==> src/rtl/sisc_mem_arb.sv <==
// sisc_mem_arb: single-port memory arbiter and access sequencer.
// Fetch and data requesters share one fixed-latency memory, round-robin on ties.
module sisc_mem_arb #(
    parameter int AW  = 16,
    parameter int DW  = 32,
    parameter int LAT = 2
) (
    input  logic          clk,
    input  logic          rst_f,
    input  logic          if_req,
    input  logic [AW-1:0] if_addr,
    output logic          if_done,
    output logic [DW-1:0] if_rdata,
    input  logic          d_req,
    input  logic          d_we,
    input  logic [AW-1:0] d_addr,
    input  logic [DW-1:0] d_wdata,
    output logic          d_done,
    output logic [DW-1:0] d_rdata,
    output logic          mem_en,
    output logic          mem_we,
    output logic [AW-1:0] mem_addr,
    output logic [DW-1:0] mem_wdata,
    input  logic [DW-1:0] mem_rdata,
    output logic          busy
);

    typedef enum logic [1:0] {
        IDLE   = 2'd0,
        ACCESS = 2'd1,
        DONE   = 2'd2
    } state_t;

    localparam logic [3:0] CNT_INIT = 4'(LAT - 1);

    state_t        state_q, state_d;
    logic [3:0]    cnt_q, cnt_d;
    logic          last_gnt_q, last_gnt_d;
    logic          gnt_sel_q, gnt_sel_d;
    logic [AW-1:0] addr_q, addr_d;
    logic          we_q, we_d;
    logic [DW-1:0] wdata_q, wdata_d;
    logic [DW-1:0] if_rdata_q, if_rdata_d;
    logic [DW-1:0] d_rdata_q, d_rdata_d;
    logic          mem_en_q, mem_en_d;
    logic          mem_we_q, mem_we_d;
    logic          if_done_q, if_done_d;
    logic          d_done_q, d_done_d;
    logic          busy_q, busy_d;
    logic          sel;

    // Next-state: arbitrate in IDLE, count down the access, pulse done.
    always_comb begin
        state_d    = state_q;
        cnt_d      = cnt_q;
        last_gnt_d = last_gnt_q;
        gnt_sel_d  = gnt_sel_q;
        addr_d     = addr_q;
        we_d       = we_q;
        wdata_d    = wdata_q;
        if_rdata_d = if_rdata_q;
        d_rdata_d  = d_rdata_q;
        sel        = 1'b0;
        unique case (state_q)
            IDLE: begin
                if (if_req || d_req) begin
                    // Data wins when alone, or on a tie if fetch went last.
                    sel        = d_req && (!if_req || !last_gnt_q);
                    gnt_sel_d  = sel;
                    last_gnt_d = sel;
                    addr_d     = sel ? d_addr : if_addr;
                    we_d       = sel && d_we;
                    wdata_d    = sel ? d_wdata : '0;
                    cnt_d      = CNT_INIT;
                    state_d    = ACCESS;
                end
            end
            ACCESS: begin
                if (cnt_q == 4'd0) begin
                    if (!we_q) begin
                        if (gnt_sel_q) d_rdata_d = mem_rdata;
                        else           if_rdata_d = mem_rdata;
                    end
                    state_d = DONE;
                end else begin
                    cnt_d = cnt_q - 4'd1;
                end
            end
            DONE: begin
                state_d = IDLE;
            end
            default: begin
                state_d = IDLE;
            end
        endcase
    end

    // Outputs are flops decoded from the next state, so nothing is combinational.
    always_comb begin
        mem_en_d  = (state_d == ACCESS);
        mem_we_d  = (state_d == ACCESS) && we_d;
        if_done_d = (state_d == DONE) && !gnt_sel_d;
        d_done_d  = (state_d == DONE) && gnt_sel_d;
        busy_d    = (state_d != IDLE);
    end

    // State and capture registers; reset discards any in-flight access.
    always_ff @(posedge clk or posedge rst_f) begin
        if (rst_f) begin
            state_q    <= IDLE;
            cnt_q      <= '0;
            last_gnt_q <= 1'b0;
            gnt_sel_q  <= 1'b0;
            addr_q     <= '0;
            we_q       <= 1'b0;
            wdata_q    <= '0;
            if_rdata_q <= '0;
            d_rdata_q  <= '0;
            mem_en_q   <= 1'b0;
            mem_we_q   <= 1'b0;
            if_done_q  <= 1'b0;
            d_done_q   <= 1'b0;
            busy_q     <= 1'b0;
        end else begin
            state_q    <= state_d;
            cnt_q      <= cnt_d;
            last_gnt_q <= last_gnt_d;
            gnt_sel_q  <= gnt_sel_d;
            addr_q     <= addr_d;
            we_q       <= we_d;
            wdata_q    <= wdata_d;
            if_rdata_q <= if_rdata_d;
            d_rdata_q  <= d_rdata_d;
            mem_en_q   <= mem_en_d;
            mem_we_q   <= mem_we_d;
            if_done_q  <= if_done_d;
            d_done_q   <= d_done_d;
            busy_q     <= busy_d;
        end
    end

    assign mem_en    = mem_en_q;
    assign mem_we    = mem_we_q;
    assign mem_addr  = addr_q;
    assign mem_wdata = wdata_q;
    assign if_done   = if_done_q;
    assign d_done    = d_done_q;
    assign if_rdata  = if_rdata_q;
    assign d_rdata   = d_rdata_q;
    assign busy      = busy_q;

endmodule
==> config.mk <==
export PLATFORM = sky130hd
export DESIGN_NAME = sisc_mem_arb
export DESIGN_NICKNAME = d
export VERILOG_FILES = /design/src/rtl/sisc_mem_arb.sv
export SDC_FILE = /design/constraint.sdc
export NUM_CORES = 1
export LEC_CHECK = 0
export BUFFER_PORTS_ARGS = -buffer_cell sky130_fd_sc_hd__buf_2
export CAP_MARGIN = 20
export CORE_MARGIN = 2
export CORE_UTILIZATION = 51
export CTS_CLUSTER_DIAMETER = 60
export DETAILED_ROUTE_END_ITERATION = 8
export PLACE_DENSITY = 0.85
export SYNTH_ARGS = -nofsm -noshare
export SYNTH_HDL_FRONTEND = slang
export SYNTH_SLANG_ARGS = --single-unit
export TNS_END_PERCENT = 10
==> constraint.sdc <==
create_clock -name clk -period 5.66 [get_ports clk]
set_input_delay 0.283 -clock clk [delete_from_list [all_inputs] [get_ports clk]]
set_output_delay 0.283 -clock clk [all_outputs]
set_load 0.01 [all_outputs]
==> metrics.txt <==
Post-synth top cells=dfrtp_1, nand2_1, mux2_2; clk_skew=0.00863 ns; LEAKAGE=3.75 nW; DRC violations left=0; initial DRC count=154; net count after synthesis=458; # IOs=218; crit start category=flop; # Post-CTS Setup Buffers=0; Fillers=602; post-DR vias/cell=5.23; area leader, netlist=dfrtp_1; largest net degree at the start of global routing=91; number of enable flip-flop cells after synthesis=0; DRT Pass-1 Iters=7; total gr overflow=0; Buffers on Ports=217; min cycle time layout=2.45 ns; CTS Buffer Depth=2; Root Driver=clkbuf_8; die extent in y=103 um; # diodes=0; Min-Delay Path Class=in2reg; Worst setup EP type=flop; status=complete, no violations; RSZ-0062 raised after global routing=false; Worst VDD drop=0.000296 V; critical path endpoint=if_rdata[10]$_DFFE_PP0P_; clock sink count=126; crit path DAT=2.83 ns; Pint=0.00286 W; initial antenna violation count=0; Synth-to-Final Area Change=46.3%; TritonCTS clock tree=yes; CP required=6.04 ns; DP HPWL=8.02 mm; Yosys reg bits=126; Synthesis Warnings=0; clock share of power=25.5%; WL final=13.4 mm; Reg2Reg Setup Slack=3.21 ns; Setup CP Type=reg2reg; Critical Path Source=cnt_q[0]$_DFFE_PP0P_; Distinct cells, synth=33; Seq pwr share=36.8%; Max Cap Viol=0; H-tree levels=4; Avg Inst Size Synth=14.1 sq um; dpl cells=686; Seq/Total Area, Yosys=63.0%; layout cell share with drive strength beyond 1=51.5%; Cell Pwr Density=587 mW/mm^2; Post-Syn Instances=355; Tightest Pin Transition=0.654 ns; Final Setup Violations=0; die footprint=0.0106 sq mm; Psw=0.00145 W; CTS buffer count=17; setup TNS=0 ns; chip width=103 um; post-layout net count=729; post_cts resized=0; Max Freq=408 MHz; Post-synth ARST share=100%; Synth area leaders=dfrtp_1, mux2_4, mux2_2; Hold WS=0.0414 ns; vias in the first global route=3980; Combinational Power Share=37.7%; first-pass GRT wire length=20.2 mm; most used flip-flop cell after synthesis=dfrtp_1; switch share=33.6%; R2R Path End=if_rdata[10]$_DFFE_PP0P_; core footprint=0.00964 sq mm; Final Wtd Congestion=0.743; Slew HR=56.3%; DR WL/cell=17.4 um; DR vias=4038; mapped cell area=0.00501 sq mm; fin cells=772; Total Routing Usage GR=25.3%; most frequent cell after synthesis=dfrtp_1; Worst-path clk slew=0.06 ns; final hold violations=0; Worst Path Max Fanout=32; Worst Reg-to-Reg Cells=5; max-slew violation count=0; R2R Path Start=cnt_q[0]$_DFFE_PP0P_; top cell type's share of synthesized area=63.0%; Starting Density=52.0%; std cell rows=36; Period Utilization, post-route=43.3%; Final ANT Viol Nets=0; Clk Latency, worst-skew pair=0.50 ns
per-layer routing:
layer | routed length (um) | up-vias | global-route usage (%) | share of wire (%)
met5 | 0 | - | 0 | 0
met4 | 273 | 0 | 10.3 | 2.0
met3 | 1120 | 32 | 9.42 | 8.4
met2 | 6730 | 198 | 41.2 | 50
met1 | 5310 | 1998 | 30.6 | 40
li1 | - | 1810 | - | -
timing repair:
item	4_1_cts	5_1_grt
setup endpoints to repair	0	0
endpoints found under the hold margin	87	0
hold buffers	51	0
logic make-up after synthesis:
| logic type | after synthesis | share of synthesized area [%] |
|---|---|---|
| AO/OA/AOI/OAI | 77 | 11.1 |
| adder cells (fa/ha/maj) | 2 | 0.500 |
| buffers and inverters | 28 | 3.22 |
| flip-flops | 126 | 63.0 |
| multiplexers | 65 | 16.9 |
| AND/OR/NAND/NOR | 57 | 5.37 |
power by group through the flow:
stage          Sequential [W]  Combinational (W)  Clock (W)
2_1_floorplan         0.00173           0.000794          0
3_3_place_gp          0.00155            0.00149          0
3_5_place_dp          0.00156            0.00156          0
4_1_cts               0.00157            0.00160    0.00112
5_1_grt               0.00163            0.00177    0.00117
6_report              0.00158            0.00162    0.00110
flip-flops by register name, summed over array words and instances, names as in the netlist, 2 cells and up:
name and count:
mem_addr 16, cnt_q 4, d_rdata 32, state_q 2, if_rdata 32, mem_wdata 32
worst min path at each step:
stage / start / endpoint / slack [ns] / depth (start not counted)
6_report: if_addr[11] / mem_addr[11]$_DFFE_PP0P_ / 0.04 / 3
3_3_place_gp: rst_f / if_rdata[4]$_DFFE_PP0P_ / 0.32 / 2
4_1_cts: mem_rdata[11] / if_rdata[11]$_DFFE_PP0P_ / 0.0002 / 2
2_1_floorplan: d_wdata[0] / mem_wdata[0]$_DFFE_PP0P_ / 0.42 / 1
5_1_grt: mem_rdata[15] / if_rdata[15]$_DFFE_PP0P_ / 0.007 / 2
3_5_place_dp: rst_f / if_rdata[4]$_DFFE_PP0P_ / 0.33 / 2
cells in the final DEF, fill, tap and decap left out, types with 2 or more instances in the layout:
cell type      synthesis  layout
inv_1                  5       4
dfrtp_1              126     126
clkbuf_8               0       4
a21oi_1               19      19
or2_2                  2       2
bufinv_16              0       3
clkinvlp_4             0       6
mux2_2                35      35
nor2_1                 2       2
mux2_4                30      30
nor3_1                 6       5
nor2b_1                2       2
a21o_1                 2       2
clkbuf_16              0      16
inv_6                  0       2
nand2_1               36      36
a31oi_1               16      16
ha_1                   2       2
dlygate4sd3_1          0      51
and3_1                 2       2
a22o_1                33      33
buf_4                  0       5
buf_2                  0     217
stage by stage:
step	utilization, %	instance area (sq um)	power [W]	setup WS, ns
3_3_place_gp	63.9	6160	0.00304	3.32
6_report	76.0	7330	0.00431	3.21
4_1_cts	75.5	7280	0.00429	3.22
5_1_grt	76.0	7330	0.00457	3.15
2_1_floorplan	-	5010	0.00253	2.02
3_5_place_dp	63.9	6160	0.00312	3.25
area by class of cell:
| class | instances | area, sq um | area share, % |
|---|---|---|---|
| clock buffer | 20 | 455 | 6.21 |
| clock inverter | 12 | 158 | 2.15 |
| inverter | 5 | 21.3 | 0.290 |
| multi-input combinational | 201 | 1700 | 23.2 |
| sequential | 126 | 3150 | 43.0 |
| tap | 133 | 166 | 2.27 |
| timing repair buffer | 275 | 1680 | 22.9 |
critical path, stage by stage (launching register included):
cell and delay, ns:
dfrtp_1 0.40, inv_1 0.10, ha_1 0.21, or3b_4 0.41
or4_4 0.79, mux2_4 0.40
Power figures use the tool's default switching activity.
